<file path="src/rtl/reg_file_8x_if.sv">
// reg_file_8x_if: port bundle for the eight-entry register file.
// Master drives the write port and read requests; slave returns
// registered read data, per-register written flags and wr_err.
//   we, wsel[7:0], wdata        : write port (wsel is one-hot)
//   re_a/raddr_a, re_b/raddr_b  : read requests, ports A and B
//   rdata_x/rvalid_x            : registered read data, one-cycle valid
//   written[7:0], wr_err        : status flags
interface reg_file_8x_if #(
    parameter int WIDTH = 8
);
    logic             we;
    logic [7:0]       wsel;
    logic [WIDTH-1:0] wdata;
    logic             re_a;
    logic [2:0]       raddr_a;
    logic             re_b;
    logic [2:0]       raddr_b;
    logic [WIDTH-1:0] rdata_a;
    logic             rvalid_a;
    logic [WIDTH-1:0] rdata_b;
    logic             rvalid_b;
    logic [7:0]       written;
    logic             wr_err;

    modport master (
        output we, wsel, wdata,
        output re_a, raddr_a, re_b, raddr_b,
        input  rdata_a, rvalid_a, rdata_b, rvalid_b,
        input  written, wr_err
    );

    modport slave (
        input  we, wsel, wdata,
        input  re_a, raddr_a, re_b, raddr_b,
        output rdata_a, rvalid_a, rdata_b, rvalid_b,
        output written, wr_err
    );
endinterface

</file>
<file path="src/rtl/reg_file_8x.sv">
// reg_file_8x: 8 x WIDTH register file, one-hot write select from the
// address decoder, two registered read ports with write-to-read bypass.
// Ports: clk, rst (async, active-high), bus (reg_file_8x_if.slave).
// Optional build macro REG0_ZERO_EN: register 0 hardwired to zero,
// written[0] permanently 1.
module reg_file_8x #(
    parameter int WIDTH = 8
) (
    input  logic         clk,
    input  logic         rst,
    reg_file_8x_if.slave bus
);

`ifdef REG0_ZERO_EN
    localparam logic [7:0] WKEEP = 8'hFE;
    localparam logic [7:0] WFORCE = 8'h01;
`else
    localparam logic [7:0] WKEEP = 8'hFF;
    localparam logic [7:0] WFORCE = 8'h00;
`endif

    logic [WIDTH-1:0] regs_q [8];
    logic [WIDTH-1:0] regs_d [8];
    logic [WIDTH-1:0] rdata_a_q, rdata_a_d;
    logic [WIDTH-1:0] rdata_b_q, rdata_b_d;
    logic             rvalid_a_q, rvalid_a_d;
    logic             rvalid_b_q, rvalid_b_d;
    logic [7:0]       written_q, written_d;
    logic             wr_err_q, wr_err_d;

    logic             onehot;
    logic             legal;
    logic [7:0]       wmask;

    // x & (x-1) clears the lowest set bit; zero result means <= 1 bit set
    assign onehot = (bus.wsel != 8'h00) &&
                    ((bus.wsel & (bus.wsel - 8'd1)) == 8'h00);
    assign legal  = bus.we && onehot;
    // Register 0 is masked out here when it is hardwired to zero
    assign wmask  = legal ? (bus.wsel & WKEEP) : 8'h00;

    // Read path: bypass from the write port when it targets addr
    function automatic logic [WIDTH-1:0] rd(input logic [2:0] addr);
        logic [WIDTH-1:0] v;
        if (wmask[addr]) begin
            v = bus.wdata;
        end else begin
            v = regs_q[addr];
        end
`ifdef REG0_ZERO_EN
        if (addr == 3'd0) begin
            v = '0;
        end
`endif
        return v;
    endfunction

    always_comb begin
        for (int i = 0; i < 8; i++) begin
            regs_d[i] = regs_q[i];
            if (wmask[i]) begin
                regs_d[i] = bus.wdata;
            end
        end
        written_d  = written_q | wmask;
        wr_err_d   = bus.we && !onehot;
        rvalid_a_d = bus.re_a;
        rvalid_b_d = bus.re_b;
        rdata_a_d  = bus.re_a ? rd(bus.raddr_a) : rdata_a_q;
        rdata_b_d  = bus.re_b ? rd(bus.raddr_b) : rdata_b_q;
    end

    always_ff @(posedge clk or posedge rst) begin
        if (rst) begin
            for (int i = 0; i < 8; i++) begin
                regs_q[i] <= '0;
            end
            rdata_a_q  <= '0;
            rdata_b_q  <= '0;
            rvalid_a_q <= 1'b0;
            rvalid_b_q <= 1'b0;
            written_q  <= 8'h00;
            wr_err_q   <= 1'b0;
        end else begin
            for (int i = 0; i < 8; i++) begin
                regs_q[i] <= regs_d[i];
            end
            rdata_a_q  <= rdata_a_d;
            rdata_b_q  <= rdata_b_d;
            rvalid_a_q <= rvalid_a_d;
            rvalid_b_q <= rvalid_b_d;
            written_q  <= written_d;
            wr_err_q   <= wr_err_d;
        end
    end

    assign bus.rdata_a  = rdata_a_q;
    assign bus.rvalid_a = rvalid_a_q;
    assign bus.rdata_b  = rdata_b_q;
    assign bus.rvalid_b = rvalid_b_q;
    // Constant OR keeps written[0] high even while rst is asserted
    assign bus.written  = written_q | WFORCE;
    assign bus.wr_err   = wr_err_q;

endmodule

</file>
<file path="src/flat_wrapper.sv">
// flat-port wrapper written by rule: the top's interface ports become plain ports
module reg_file_8x_flat 
#(
    parameter int WIDTH = 8
)
  (clk, rst, bus_we, bus_wsel, bus_wdata, bus_re_a, bus_raddr_a, bus_re_b, bus_raddr_b, bus_rdata_a, bus_rvalid_a, bus_rdata_b, bus_rvalid_b, bus_written, bus_wr_err);
  reg_file_8x_if #(.WIDTH(WIDTH)) bus_i ();
  input  logic clk;
  input  logic rst;
  input wire logic [$bits(bus_i.we)-1:0] bus_we;
  input wire logic [$bits(bus_i.wsel)-1:0] bus_wsel;
  input wire logic [$bits(bus_i.wdata)-1:0] bus_wdata;
  input wire logic [$bits(bus_i.re_a)-1:0] bus_re_a;
  input wire logic [$bits(bus_i.raddr_a)-1:0] bus_raddr_a;
  input wire logic [$bits(bus_i.re_b)-1:0] bus_re_b;
  input wire logic [$bits(bus_i.raddr_b)-1:0] bus_raddr_b;
  output wire logic [$bits(bus_i.rdata_a)-1:0] bus_rdata_a;
  output wire logic [$bits(bus_i.rvalid_a)-1:0] bus_rvalid_a;
  output wire logic [$bits(bus_i.rdata_b)-1:0] bus_rdata_b;
  output wire logic [$bits(bus_i.rvalid_b)-1:0] bus_rvalid_b;
  output wire logic [$bits(bus_i.written)-1:0] bus_written;
  output wire logic [$bits(bus_i.wr_err)-1:0] bus_wr_err;
  assign bus_i.we = bus_we;
  assign bus_i.wsel = bus_wsel;
  assign bus_i.wdata = bus_wdata;
  assign bus_i.re_a = bus_re_a;
  assign bus_i.raddr_a = bus_raddr_a;
  assign bus_i.re_b = bus_re_b;
  assign bus_i.raddr_b = bus_raddr_b;
  assign bus_rdata_a = bus_i.rdata_a;
  assign bus_rvalid_a = bus_i.rvalid_a;
  assign bus_rdata_b = bus_i.rdata_b;
  assign bus_rvalid_b = bus_i.rvalid_b;
  assign bus_written = bus_i.written;
  assign bus_wr_err = bus_i.wr_err;
  reg_file_8x #(.WIDTH(WIDTH)) u_core (.clk(clk), .rst(rst), .bus(bus_i));
endmodule
</file>
<file path="config.mk">
export PLATFORM = sky130hd
export DESIGN_NAME = reg_file_8x_flat
export DESIGN_NICKNAME = d
export VERILOG_FILES = /design/src/rtl/reg_file_8x_if.sv /design/src/rtl/reg_file_8x.sv /design/src/flat_wrapper.sv
export SDC_FILE = /design/constraint.sdc
export NUM_CORES = 1
export LEC_CHECK = 0
export BUFFER_PORTS_ARGS = -buffer_cell sky130_fd_sc_hd__buf_2
export CAP_MARGIN = 15
export CORE_MARGIN = 10
export CORE_UTILIZATION = 64
export CTS_CLUSTER_SIZE = 28
export DETAILED_ROUTE_END_ITERATION = 6
export GPL_ROUTABILITY_DRIVEN = 0
export PLACE_DENSITY = 0.95
export SLEW_MARGIN = 20
export SYNTH_ARGS = -nofsm -noshare
export SYNTH_HDL_FRONTEND = slang
export SYNTH_SLANG_ARGS = --single-unit
</file>
<file path="constraint.sdc">
create_clock -name clk -period 4.5 [get_ports clk]
set_clock_uncertainty 0.1 [all_clocks]
set_input_delay 0.45 -clock clk [delete_from_list [all_inputs] [get_ports clk]]
set_output_delay 0.45 -clock clk [all_outputs]
set_load 0.01 [all_outputs]
</file>
==> out/results.env <==
OUTCOME='completed'
TIMING_WORST_SETUP_PATH_TYPE='in -> reg'
DIE_Y_UM=108.2
DIODES=0
SYNTH_TOP_FAMILY_BY_AREA='multiplexers'
MAXSLEWHEADROOM=0.3284
CTS_REPAIR_RESIZE_COUNT=0
TRITONCTS.NUM_BUFFERS=9
DRT-PASS1-ITER-COUNT=7
SETUP_TNS_NS=0
YS_TYPES=29
POWER_DENSITY_CELLS_mW_PER_MM2=396.0
CORE_AR_MM2=0.007647
YOSYS.AREA_SHARE.XOR_XNOR=0
SEQ_AREA_FRAC_SYNTH=0.4579
WORST_R2R_PATH_DEPTH=4
FIRST_GLOBAL_VIAS=3542
FINALMAXSLEWVIOLATIONS=0
IO_PINS=54
TIGHTESTPINTRANSITION_NS=1.004
CRITICAL_PATH.CELL_CHAIN='buf_2 > mux4_1 > mux2i_1 > nor2_1 > o21a_1 > a32o_1'
FINAL_CORE_UTILIZATION=0.7102
CTS_HOLD_REPAIR.BUFFERS=0
DETAILEDPLACEMENTHPWL_UM=8010
REPORT.FINAL.HOLD_VIOL_COUNT=0
LAYOUT.NETS=433
FP.DIEAREA_MM2=0.01170
TRITONCTS_NUM_SINKS=91
VIAS=3457
MULTIPLEXER_SHARE_OF_THE_SYNTHESIZED_AREA=0.3175
PERIOD_MINUS_SLACK_NS=2.568
SYNTH_WARNINGS=0
IO_BUFFER_COUNT=53
ACHIEVABLE-FREQUENCY_MHz=389.4
IR_WORST_VDD_mV=0.2500
PLACEMENT_ROWS=32
POST_DR_WIRELENGTH_CELL_UM=22.50
DETAIL_ROUTE.WIRELENGTH_UM=11540
GRT_ANTENNA_BEFORE_REPAIR=0
PATH_CLK_SLEW_NS=0.09
EFFECTIVE_UTILIZATION_AT_FLOORPLAN=0.6504
CP_DATA_ARRIVAL_TIME_NS=2.72
SETUP_VIOLATIONS=0
CELL_AREA_AFTER_SYNTHESIS_MM2=0.004974
DIE-WIDTH_UM=108.2
MAXIMUM_NUMBER_OF_PINS_ON_ONE_NET_BEFORE_GLOBAL_ROUTE_REPAIR=47
TIMING.HOLD.WORST.CLASS='in -> async'
PROPORTION_OF_LAYOUT_CELLS_WITH_A_DRIVE_SUFFIX_ABOVE_1=0.4355
SYN_NETS=401
AREA_DELTA_SYNTH_FINAL_PCT=9.208
SLOWEST_DELAY_NS=0.63
VIAS_PER_CELL=6.739
SYNTH_COMPOUND_AREA_FRAC=0.09233
RSZ_0062_RAISED_AFTER_GLOBAL_ROUTING='no'
CPMAXSTAGEDELAYCELL='sky130_fd_sc_hd__mux4_1'
CRITICAL_PATH.MAX_FANOUT=18
SYNTH_ADDER_AREA_SHARE=0
GLOBAL_ROUTE_USAGE_OVER_ALL_LAYERS=0.2059
INSERTION_DELAY_NS=0.36
SYNTH-EDFF-COUNT=0
MAX-CAP-VIOLATIONS=0
DRCVIOLATIONCOUNT=0
FINAL_COMMON_CELL='sky130_fd_sc_hd__dfrtp_1'
WIRE_LENGTH_OF_THE_FIRST_GLOBAL_ROUTING_PASS_UM=18950
CLOCK_TREE.HTREE_LEVEL_COUNT=3
P_LEAK_nW=2.428
CTSLONGESTPATHBUFFERS=2
WORST_SETUP_PATH_END_KIND='flip-flop'
YS_FF_LATCH=91
GLOBALROUTEOVERFLOWTOTAL=0
ROOT_BUFFER='sky130_fd_sc_hd__clkbuf_8'
LAYOUT.FILLER_CELLS=520
CRITICAL_PATH_STARTPOINT_CATEGORY='primary input'
FINALHOLDWORSTSLACK_NS=0.09551
YOSYS.AREA_SHARE.SIMPLE=0.09887
POSTSYNTH.TOPFLOPCELL='sky130_fd_sc_hd__dfrtp_1'
SYNTHESIS.INSTANCES=374
CRITICAL_PATH_REQUIRED_NS=4.66
INITIALDRTVIOLATIONCOUNT=260
COMMONEST_CELLS_AFTER_ROUTING_FILL_AND_TAPS_ASIDE='sky130_fd_sc_hd__dfrtp_1 (91), sky130_fd_sc_hd__mux2_2 (64), sky130_fd_sc_hd__buf_2 (53)'
PERIOD_SHARE=0.5707
BUFFERS_INSERTED_BY_POST_CTS_TIMING_REPAIR=0
YS_ASYNC_SR_FRACTION=1.000
DRT.ANTENNA.VIOLATING_NETS=0
POST_SYNTH.CELL_AREA_AVG_UM2=13.30
TRITONCTS_CLOCK_TREE='yes'
## metrics by stage
| stage | instances | worst slack [ns] | area (um^2) | total power [W] |
|---|---|---|---|---|
| after floorplan | 374 | 1.586 | 4974 | 0.001400 |
| after global placement | 497 | 1.723 | 5216 | 0.001513 |
| after detailed placement | 497 | 1.602 | 5216 | 0.001554 |
| after CTS | 513 | 1.952 | 5431 | 0.002153 |
| after global routing | 513 | 1.799 | 5431 | 0.002248 |
| final | 513 | 1.932 | 5431 | 0.002151 |
## registers in the layout (all words and copies together) (netlist names)
| register | cells |
|---|---|
| u_core.regs_q | 64 |
| u_core.bus.written | 8 |
| u_core.bus.rdata_b | 8 |
| u_core.bus.rvalid_b | 1 |
| u_core.bus.rdata_a | 8 |
| u_core.bus.rvalid_a | 1 |
| u_core.bus.wr_err | 1 |
## path summary, 6_finish.rpt
| kind | slack, ns | to | startpoint |
|---|---|---|---|
| max | 1.93 | u_core.bus.rdata_a[0]$_DFFE_PP0P_ | bus_raddr_a[1] |
| min | 0.1 | u_core.bus.rvalid_b$_DFF_PP0_ | rst |
| max reg2reg | 2.79 | u_core.bus.rdata_a[0]$_DFFE_PP0P_ | u_core.regs_q[0]$_DFFE_PP0P_ |
| min reg2reg | 0.36 | u_core.bus.written[3]$_DFF_PP0_ | u_core.bus.written[3]$_DFF_PP0_ |
| max in group asynchronous | 3.19 | u_core.regs_q[55]$_DFFE_PP0P_ | rst |
| min in group clk | 0.34 | u_core.bus.rvalid_a$_DFF_PP0_ | bus_re_a |
## worst max-delay path: cells and delay by family
family | cells | cell delay (ns)
and+or+nand+nor | 1 | 0.10
AOI/OAI and AO/OA | 2 | 0.52
muxes | 2 | 1.20
buffers and inverters | 1 | 0.44
## synth_stat cells, types with 3 or more instances
library cell,number,area share
sky130_fd_sc_hd__o211ai_1,28,0.042
sky130_fd_sc_hd__nand3_1,14,0.014
sky130_fd_sc_hd__mux2_2,64,0.14
sky130_fd_sc_hd__or2b_1,7,0.011
sky130_fd_sc_hd__o21ai_0,16,0.016
sky130_fd_sc_hd__dfrtp_1,91,0.46
sky130_fd_sc_hd__clkbuf_1,15,0.011
sky130_fd_sc_hd__mux4_2,34,0.15
sky130_fd_sc_hd__buf_2,7,0.0070
sky130_fd_sc_hd__buf_1,8,0.0060
sky130_fd_sc_hd__nor2_1,23,0.017
sky130_fd_sc_hd__nand4b_1,4,0.0070
sky130_fd_sc_hd__o211ai_2,7,0.018
sky130_fd_sc_hd__nand2b_1,29,0.036
sky130_fd_sc_hd__nand2_1,3,0.0023
sky130_fd_sc_hd__mux2i_1,4,0.0081
## power by group
part | internal, W | switching [W]
registers | 0.000967 | 0.000101
clock network | 0.000314 | 0.000295
logic | 0.000265 | 0.000209
## routing by layer
layer,up-vias,share of wire,track usage
met4,0,0.029,0.08683
li1,1499,-,-
met3,36,0.10,0.05473
met2,185,0.47,0.3254
met5,-,0,0
met1,1737,0.40,0.2635
## final cells by class
type	count	area [um^2]	share of cell area
Clock buffer	10	127.6	0.02350
Clock inverter	6	87.58	0.01613
Inverter	2	8.758	0.001613
Multi-Input combinational cell	248	2530	0.4658
Sequential cell	91	2277	0.4193
Tap cell	102	127.6	0.02350
Timing Repair Buffer	54	272.8	0.05022
## logic make-up (layout without fill, tap and decap cells)
family                 Yosys count  in the layout
multiplexers                   104            104
flip-flops                      91             91
AND/OR/NAND/NOR                 84             84
AO/OA/AOI/OAI                   60             60
buffers and inverters           35             72
No activity file was read; power rests on OpenSTA's default activity.
